File: src/rtl/flash_page_writer.sv
// flash_page_writer: SPI mode-0 master that programs one flash page (WREN, PP, RDSR polling).
// Data bytes arrive over a valid/ready handshake; only a single transaction shifts at a time.
module flash_page_writer #(
  parameter int          CS_HIGH_CYCLES = 8,
  parameter logic [31:0] POLL_LIMIT     = 32'd2000000
) (
  input  logic        clk,
  input  logic        rst,
  input  logic        strt,
  input  logic [23:0] addr,
  input  logic [8:0]  len,
  input  logic [7:0]  wr_data,
  input  logic        wr_valid,
  output logic        wr_ready,
  output logic        busy,
  output logic        done,
  output logic        err,
  output logic        flash_clk,
  output logic        flash_MOSI,
  output logic        flash_cs,
  input  logic        flash_MISO
);
  typedef enum logic [2:0] {S_IDLE, S_CHECK, S_SHIFT, S_GAP, S_DWAIT} state_t;
  typedef enum logic [2:0] {OP_WREN, OP_PP, OP_DATA, OP_RDSR, OP_FIN} op_t;
  state_t      r_st;
  op_t         r_op, r_nxt;
  logic [23:0] r_addr;
  logic [8:0]  r_len;
  logic [31:0] r_sr;
  logic [5:0]  r_cnt;
  logic        r_ph;
  logic [15:0] r_gap;
  logic [31:0] r_polls;
  logic        r_tmo, r_cs, r_fclk, r_mosi, r_rdy, r_busy, r_done, r_err;
  op_t         w_op;
  logic [31:0] w_ld;
  logic [5:0]  w_ld_cnt;
  logic [9:0]  w_sum;
  logic        w_bad, w_go;
  logic [31:0] w_poll;
  assign w_op     = (r_st == S_CHECK) ? OP_WREN : (r_st == S_DWAIT) ? OP_DATA : r_nxt;
  assign w_ld     = (w_op == OP_WREN) ? {8'h06, 24'h0} :
                    (w_op == OP_PP)   ? {8'h02, r_addr} :
                    (w_op == OP_DATA) ? {wr_data, 24'h0} : {8'h05, 24'h0};
  assign w_ld_cnt = (w_op == OP_PP) ? 6'd32 : (w_op == OP_RDSR) ? 6'd16 : 6'd8;
  assign w_sum    = {2'b0, r_addr[7:0]} + {1'b0, r_len};
  assign w_bad    = (r_len == 9'd0) || (r_len > 9'd256) || (w_sum > 10'd256);
  assign w_poll   = r_polls + 32'd1;
  // A new transaction (cs low, first bit on MOSI) launches from any of these three points.
  assign w_go     = (r_st == S_CHECK && !w_bad) ||
                    (r_st == S_GAP && r_gap == 16'd0 && r_nxt != OP_FIN) ||
                    (r_st == S_DWAIT && wr_valid && r_rdy);
  always_ff @(posedge clk) begin
    if (!rst) begin
      r_st    <= S_IDLE;
      r_op    <= OP_WREN;
      r_nxt   <= OP_PP;
      r_addr  <= '0;
      r_len   <= '0;
      r_sr    <= '0;
      r_cnt   <= '0;
      r_ph    <= 1'b0;
      r_gap   <= '0;
      r_polls <= '0;
      r_tmo   <= 1'b0;
      r_cs    <= 1'b1;
      r_fclk  <= 1'b0;
      r_mosi  <= 1'b0;
      r_rdy   <= 1'b0;
      r_busy  <= 1'b0;
      r_done  <= 1'b0;
      r_err   <= 1'b0;
    end else begin
      r_done <= 1'b0;
      r_err  <= 1'b0;
      case (r_st)
        S_IDLE: if (strt) begin
          r_addr  <= addr;
          r_len   <= len;
          r_busy  <= 1'b1;
          r_polls <= '0;
          r_tmo   <= 1'b0;
          r_st    <= S_CHECK;
        end
        S_CHECK: if (w_bad) begin
          r_done <= 1'b1;
          r_err  <= 1'b1;
          r_busy <= 1'b0;
          r_st   <= S_IDLE;
        end
        S_SHIFT: if (!r_ph) begin
          r_fclk <= 1'b1;
          r_ph   <= 1'b1;
        end else begin
          r_fclk <= 1'b0;
          r_ph   <= 1'b0;
          if (r_cnt != 6'd1) begin
            r_sr   <= r_sr << 1;
            r_mosi <= r_sr[30];
            r_cnt  <= r_cnt - 6'd1;
          end else begin
            r_mosi <= 1'b0;
            r_gap  <= 16'(CS_HIGH_CYCLES - 1);
            if (r_op == OP_PP || (r_op == OP_DATA && r_len != 9'd1)) begin
              r_st  <= S_DWAIT;
              r_rdy <= 1'b1;
            end else begin
              r_cs <= 1'b1;
              r_st <= S_GAP;
            end
            if (r_op == OP_DATA) r_len <= r_len - 9'd1;
            if (r_op == OP_WREN) r_nxt <= OP_PP;
            if (r_op == OP_DATA) r_nxt <= OP_RDSR;
            // The final bit clocked in is status[0] (WIP).
            if (r_op == OP_RDSR) begin
              r_polls <= w_poll;
              r_tmo   <= flash_MISO && (w_poll == POLL_LIMIT);
              r_nxt   <= (!flash_MISO || w_poll == POLL_LIMIT) ? OP_FIN : OP_RDSR;
            end
          end
        end
        S_GAP: if (r_gap != 16'd0) r_gap <= r_gap - 16'd1;
          else if (r_nxt == OP_FIN) begin
            r_done <= 1'b1;
            r_err  <= r_tmo;
            r_busy <= 1'b0;
            r_st   <= S_IDLE;
          end
        default: ;
      endcase
      if (w_go) begin
        r_op   <= w_op;
        r_sr   <= w_ld;
        r_mosi <= w_ld[31];
        r_cnt  <= w_ld_cnt;
        r_ph   <= 1'b0;
        r_fclk <= 1'b0;
        r_cs   <= 1'b0;
        r_rdy  <= 1'b0;
        r_st   <= S_SHIFT;
      end
    end
  end
  assign wr_ready   = r_rdy;
  assign busy       = r_busy;
  assign done       = r_done;
  assign err        = r_err;
  assign flash_clk  = r_fclk;
  assign flash_MOSI = r_mosi;
  assign flash_cs   = r_cs;
endmodule

File: config.mk
export PLATFORM = sky130hd
export DESIGN_NAME = flash_page_writer
export DESIGN_NICKNAME = d
export VERILOG_FILES = /design/src/rtl/flash_page_writer.sv
export SDC_FILE = /design/constraint.sdc
export NUM_CORES = 1
export LEC_CHECK = 0
export ABC_CLOCK_PERIOD_IN_PS = 4400
export BUFFER_PORTS_ARGS = -buffer_cell sky130_fd_sc_hd__clkbuf_2
export CAP_MARGIN = 20
export CORE_ASPECT_RATIO = 0.9
export CORE_MARGIN = 10
export CORE_UTILIZATION = 46
export DETAILED_ROUTE_END_ITERATION = 10
export PLACE_DENSITY_LB_ADDON = 0.05
export SLEW_MARGIN = 20
export SYNTH_ARGS = -nofsm -noshare
export SYNTH_HDL_FRONTEND = slang
export SYNTH_SLANG_ARGS = --single-unit
File: constraint.sdc
create_clock -name clk -period 4.4 [get_ports clk]
set_clock_uncertainty 0.15 [all_clocks]
set_input_delay 0.66 -clock clk [delete_from_list [all_inputs] [get_ports clk]]
set_output_delay 0.66 -clock clk [all_outputs]
set_load 0.01 [all_outputs]
==> qor.yml, run 1 <==
power_and_ir_drop:
  leakagePower_uw: 0.003134
  sw_frac_of_total: 0.3713
  switchingPower_uw: 1767
  intPower_uw: 2993
  comb_power_share: 0.344
  power_frac_clock: 0.320
  power_density_mw_per_mm2: 550.9
  seqPwrFrac: 0.337
  vdd_ir_drop_max_mv: 0.2847
clock_tree:
  numCtsBuffers: 17
  cts_tree: "yes"
  cts_hold_buf: 0
  insertion_delay_ns: 0.42
  cts_root_buf: "clkbuf_16"
  postCtsSetupRepairBufs: 0
  htree_levels: 4
  clock_sink_count: 135
  clk_pin_slew_ns: 0.06
  clockBufferDepth: 2
  cts_resized: 0
floorplanning:
  die_y_microns: 142.7
  core.rowCount: 44
  die_w_microns: 156.4
  num_io_pins: 53
  initial_core_util: 0.4724
  dieArea_sq_mm: 0.02232
  core_area_sq_mm: 0.01630
setup_path:
  r2r_start: "r_len[0]"
  rr_endpoint: "r_cnt[1]"
  endpoint: "r_cnt[1]"
  reg2reg_depth: 10
  path_class: "register to register"
  slowest_delay_ns: 0.57
  r2r_setup_slack_ns: 0.62
  slowest_stage: "or4b_1"
  cp.required_ns: 4.53
  arrival_ns: 3.91
  crit_path_start: "r_len[0]"
  endpoint_kind: "register"
  cp-start-kind: "register"
  critical_path_peak_fanout: 29
  crit_chain: "ha_1, inv_1, fa_1, xnor2_1, nor4b_1, o2111ai_1, or4b_1, o21a_1, o211ai_2, a211oi_1"
sta:
  finalSetupTns_ns: 0
  fmax_ghz: 0.2648
  relSlewSlack: 0.3170
  finalWorstSetupSlack_ns: 0.6228
  worstMarginPinSlew_ns: 1.024
  finalHoldViolCount: 0
  min_period_ns: 3.777
  finalMaxSlewViolations: 0
  period_share: 0.8584
  final-setup-viol-count: 0
  rsz0062_at_grt: "false"
job:
  cap_violations: 0
worst_hold_path:
  hold-path-cell-count: 3
  hold_class: "input pin to register"
synthesis:
  synth_compound_area_frac: 0.2400
  synth_cells: 1014
  synth_nets: 1075
  syn_avg_cell_area_sq_um: 7.592
  ys_warn_count: 0
  synthMuxAreaShare: 0.002600
  postSynth.asyncResetShare: 0
  yosysTopAreaCell: "dfxtp_1"
  synth_edf_count: 0
  ys.flop_type: "dfxtp_1"
  synth_area_leaders: "dfxtp_1 (35%), nor2_1 (7.9%), nand2_1 (6.1%)"
  yosys.area_share.simple: 0.3010
  seq_area_frac_synth: 0.3510
  synth_xor_area_frac: 0.02958
  synthAdderAreaFrac: 0.02535
  synth.distinct_cells: 84
  synth_top_area_frac: 0.3510
  synth_top_family_by_area: "simple AND/OR/NAND/NOR gates"
  ys_ff_latch: 135
  syn_area_sq_mm: 0.007699
detailed_routing:
  post-route-drc-count: 0
  vias_per_cell: 5.871
  detail_route.wl_per_cell_microns: 17.16
  antenna_left: 0
  wirelength_microns: 21450
  dr.pass1.iters: 5
  vias: 7339
  detail_route.iter0.violations: 492
final_layout:
  antenna_cells: 0
  final_util: 0.5303
  final_cell_mix: "nor2_1 (162), dfxtp_1 (135), nand2_1 (126), a21oi_1 (93), o21ai_0 (72)"
  drive_gt1_frac: 0.1438
  final_common_cell: "nor2_1"
  postLayoutCellArea_sq_mm: 0.008641
  layout.nets: 1092
  area_growth_pct: 12.24
placed_design:
  port_buffers: 52
  postPlaceCellArea_sq_mm: 0.008021
  dpl.hpwl_microns: 14320
  routabilityCongestion: 0.8490
  dp_slack_ns: 0.6601
global_route:
  grt_pass1_vias: 7133
  antenna_found_initial: 0
  grt_max_degree: 80
  grt_first_pass_wirelength_microns: 35850
  grt_use_total: 0.1942
  overflow: 0
outcome:
  status: "finished, final reports clean"
[synthesized netlist by cell type (3+ instances only)]
| cell type | instances |
|---|---|
| nor2b_1 | 7 |
| o2111ai_1 | 5 |
| nor3b_1 | 6 |
| nand3_1 | 33 |
| xnor2_1 | 10 |
| or2_2 | 3 |
| a311oi_1 | 3 |
| dfxtp_1 | 135 |
| nor3_1 | 30 |
| a22oi_1 | 6 |
| ha_1 | 14 |
| o31a_1 | 3 |
| a221oi_1 | 7 |
| o211ai_1 | 4 |
| and2_1 | 6 |
| a31oi_1 | 4 |
| a221oi_2 | 20 |
| o22ai_1 | 10 |
| nand2b_1 | 7 |
| a211oi_1 | 7 |
| xor2_1 | 16 |
| o21a_1 | 3 |
| nand2_2 | 3 |
| buf_4 | 6 |
| nand4b_1 | 7 |
| and4_1 | 4 |
| a21o_1 | 7 |
| nand2_1 | 126 |
| o21ai_0 | 72 |
| and3_1 | 8 |
| clkbuf_1 | 43 |
| nor2_1 | 163 |
| or3_1 | 8 |
| nand4_1 | 23 |
| nor4_1 | 13 |
| o211a_1 | 3 |
| buf_2 | 18 |
| a21oi_1 | 93 |
| or4_4 | 3 |
| inv_1 | 15 |
| nand3b_1 | 7 |
[per-layer routing]
layer  vias to the layer above  share of wire  GRT usage
met5                         -              0          0
met4                         0          0.013    0.05409
met3                        24          0.043    0.04084
met2                       167           0.47     0.3233
met1                      3460           0.47     0.2490
li1                       3688              -          -
[logic make-up (layout without fill, tap and decap cells)]
group           after synthesis  count (layout)
mux                           2               2
simple gates                477             477
fa+ha+maj                    15              15
buf+inv                      87             116
compound gates              272             272
xor+xnor                     26              26
flops                       135             135
[per-stage QoR]
step / instances / hold WS [ns] / power [uW]
6_report: 1250 / 0.2989 / 4760
5_1_grt: 1250 / 0.2962 / 5057
4_1_cts: 1250 / 0.2876 / 4780
3_5_place_dp: 1219 / 0.2985 / 3252
3_3_place_gp: 1219 / 0.2925 / 3232
2_1_floorplan: 1014 / 0.2796 / 2850
[critical path: cells and delay by family, from the launching register on]
kind                       cells  cell delay, ns
AOI/OAI and AO/OA              4            1.35
and+or+nand+nor                2            0.90
DFF                            1            0.42
adders and majority gates      2            0.61
buffers and inverters          1            0.05
xor gates and xnor gates       1            0.15
[layout make-up]
type / instances / area, sq um
fillers: 1620 / 7655
repair buffers: 69 / 387.9
inverters: 16 / 61.31
well taps: 207 / 259.0
flip-flops and latches: 135 / 2703
clock buffers: 19 / 442.9
multi-input cells: 792 / 4611
clock inverters: 12 / 176.4
[power by group through the flow]
| stage | combinational, uW | sequential, uW | clock, uW |
|---|---|---|---|
| 3_5_place_dp | 1630 | 1620 | 0 |
| 6_report | 1640 | 1600 | 1520 |
| 2_1_floorplan | 1290 | 1560 | 0 |
| 3_3_place_gp | 1610 | 1620 | 0 |
| 4_1_cts | 1640 | 1600 | 1540 |
| 5_1_grt | 1830 | 1630 | 1600 |
[sequential cells by signal, summed over array words and instances (netlist names)]
signal	count
flash_MOSI	1
r_gap	16
r_cnt	6
wr_ready	1
busy	1
r_len	9
err	1
flash_cs	1
flash_clk	1
r_polls	32
r_st	3
r_op	3
r_addr	24
done	1
r_sr	31
r_nxt	3
r_tmo	1
[worst min path at each step]
stage | start | to | slack, ns
after detailed placement | r_addr[19] | r_addr[19] | 0.30
final | addr[20] | r_addr[20] | 0.30
after global routing | addr[21] | r_addr[21] | 0.30
after global placement | r_tmo | r_tmo | 0.29
after CTS | addr[20] | r_addr[20] | 0.29
after floorplan | r_sr[25] | r_sr[25] | 0.28
Note: power is estimated with default switching activity, not from simulation.
==> run 2, diff against run 1 <==
--- a/config.mk
+++ b/config.mk
@@ -5,7 +5,7 @@
 export SDC_FILE = /design/constraint.sdc
 export NUM_CORES = 1
 export LEC_CHECK = 0
-export ABC_CLOCK_PERIOD_IN_PS = 4400
+export ABC_CLOCK_PERIOD_IN_PS = 4250
 export BUFFER_PORTS_ARGS = -buffer_cell sky130_fd_sc_hd__clkbuf_2
 export CAP_MARGIN = 20
 export CORE_ASPECT_RATIO = 0.9
==> constraint.sdc (replaced) <==
create_clock -name clk -period 4.25 [get_ports clk]
set_clock_uncertainty 0.15 [all_clocks]
set_input_delay 0.6375 -clock clk [delete_from_list [all_inputs] [get_ports clk]]
set_output_delay 0.6375 -clock clk [all_outputs]
set_load 0.01 [all_outputs]
==> run 2 against run 1 <==
  * Global-route usage shrank 0.35 points
  * Non-clock buffer count grew 2
  * Hold slack lost 0.012 ns
  * Cell count grew 0.16%
  * Combinational power grew 3%
  * Clock power grew 9%
  * Sequential share of layout area shrank 0.21 points
  * Fmax grew 1.1%
  * Largest cell class unchanged
  * Highest routed layer unchanged
==> qor.yml, run 2 (same netlist as run 1, synthesis figures left out) <==
clock_tree:
  clock_sink_count: 135  # unchanged
  insertion_delay_ns: 0.42  # about the same
  cts_hold_buf: 0  # unchanged
  clockBufferDepth: 2  # unchanged
  cts_resized: 0  # unchanged
  cts_tree: "yes"
  postCtsSetupRepairBufs: 0  # unchanged
  numCtsBuffers: 17  # unchanged
  clk_pin_slew_ns: 0.06  # about the same
  cts_root_buf: "clkbuf_16"
  htree_levels: 4  # unchanged
setup_path:
  path_buf_inv: 1  # unchanged
  slowest_delay_ns: 0.57  # about the same
  endpoint_kind: "register"
  arrival_ns: 3.87  # -0.04 ns
  crit_chain: "ha_1, inv_1, fa_1, xnor2_1, nor4b_1, o2111ai_1, or4b_1, o21a_1, o211ai_2, nor2_1"
  cp.depth: 10  # unchanged
  critical_path_peak_fanout: 29  # unchanged
  cp_top_family: "compound AO/OA/AOI/OAI gates"
  cp.required_ns: 4.39  # -0.14 ns
  path_class: "register to register"
  slowest_stage: "o21a_1"
  reg2reg_depth: 10  # unchanged
  cp-start-kind: "register"
final_layout:
  final_common_cell: "nor2_1"
  final_cell_mix: "nor2_1 (162), dfxtp_1 (135), nand2_1 (126), a21oi_1 (93), o21ai_0 (72)"
  largest_reg_flops: 32  # unchanged
  fillers: 1598  # -1.4%
  layout.nets: 1094  # +0.18%
  top_regs: "r_polls x32, r_sr x31, r_addr x24"
  area_growth_pct: 13.00
  antenna_cells: 0  # unchanged
  drive_gt1_frac: 0.1464  # +0.002596
  ff_latch_area_sq_mm: 0.002703  # unchanged
  postLayoutCellArea_sq_mm: 0.008700  # +0.68%
  final_util: 0.5339  # +0.003609
  regMostFlops: "r_polls"
  multi_input_area_sq_mm: 0.004611  # unchanged
worst_hold_path:
  hold_class: "input pin to register"
  hold-path-cell-count: 3  # unchanged
detailed_routing:
  wirelength_microns: 21320  # -0.62%
  antenna_left: 0  # unchanged
  detail_route.iter0.violations: 527  # +7.1%
  dr.pass1.iters: 5  # unchanged
  vias_per_cell: 5.831  # -0.69%
  detail_route.wl_per_cell_microns: 17.03  # -0.78%
  vias: 7300  # -0.53%
  post-route-drc-count: 0  # unchanged
placed_design:
  port_buffers: 52  # unchanged
  postPlaceCellArea_sq_mm: 0.008036  # +0.19%
  routabilityCongestion: 0.8575  # +1.0%
  dp_slack_ns: 0.5613  # -0.09878 ns
  dpl.hpwl_microns: 14350  # +0.25%
sta:
  finalHoldViolCount: 0  # unchanged
  finalWorstSetupSlack_ns: 0.5129  # -0.1100 ns
  finalMaxSlewViolations: 0  # unchanged
  relSlewSlack: 0.3162  # -0.0008530
  worstMarginPinSlew_ns: 1.026  # +0.001279 ns
  finalSetupTns_ns: 0  # unchanged
  rsz0062_at_grt: "false"
  final-setup-viol-count: 0  # unchanged
  fmax_ghz: 0.2676  # +1.1%
  period_share: 0.8793  # +0.02088
  min_period_ns: 3.737  # -0.04001 ns
floorplanning:
  core_area_sq_mm: 0.01630  # unchanged
  dieArea_sq_mm: 0.02232  # unchanged
  die_y_microns: 142.7  # unchanged
  num_io_pins: 53  # unchanged
  die_w_microns: 156.4  # unchanged
  initial_core_util: 0.4724  # unchanged
  core.rowCount: 44  # unchanged
global_route:
  grt_pass1_vias: 6915  # -3.1%
  grt_max_degree: 45  # -44%
  overflow: 0  # unchanged
  grt_first_pass_wirelength_microns: 35350  # -1.4%
  grt_use_total: 0.1908  # -0.003472
  antenna_found_initial: 0  # unchanged
job:
  cap_violations: 0  # unchanged
power_and_ir_drop:
  finalPower_uw: 5004  # +5.1%
  leakagePower_uw: 0.003162  # +0.90%
  power_density_mw_per_mm2: 575.2  # +4.4%
  vdd_ir_drop_max_mv: 0.2730  # -4.1%
outcome:
  status: "finished, final reports clean"
## run 2: path summary, 6_finish.rpt
| kind | startpoint | endpoint | slack (ns) |
|---|---|---|---|
| worst max-delay path | r_len[0] | r_cnt[0] | 0.51 |
| worst min-delay path | addr[12] | r_addr[12] | 0.29 |
| worst max register to register | r_len[0] | r_cnt[0] | 0.51 |
| worst min register to register | r_tmo | r_tmo | 0.31 |
## run 2: layout make-up
type                            instances  share of cell area
Sequential cell                       135              0.3107
Clock inverter                         11             0.02258
Inverter                               16            0.007047
Clock buffer                           20             0.05365
Tap cell                              207             0.02977
Multi-Input combinational cell        792              0.5300
Timing Repair Buffer                   71             0.04631
## run 2: routing by layer
| metal | wire [microns] | up-vias | share of wire | global-route usage |
|---|---|---|---|---|
| met5 | 0 | - | 0 | 0 |
| met4 | 197 | 0 | 0.0092 | 0.04169 |
| met3 | 935 | 16 | 0.044 | 0.04114 |
| met2 | 10250 | 155 | 0.48 | 0.3186 |
| met1 | 9929 | 3451 | 0.47 | 0.2471 |
| li1 | - | 3678 | - | - |
## run 2: worst min-delay path: stages
cell and delay (ns):
clkbuf_2 0.08, nand2_1 0.04, a21oi_1 0.05
## run 2: per-stage QoR
step	std cells	hold slack (ns)
6_report	1252	0.2867
5_1_grt	1252	0.2765
4_1_cts	1252	0.2762
3_5_place_dp	1221	0.3000
3_3_place_gp	1221	0.2939
2_1_floorplan	1014	0.2796
## run 2: report_power, final
part | switching (uW) | internal (uW)
Clock | 571 | 1090
Combinational | 1070 | 621
Sequential | 178 | 1480
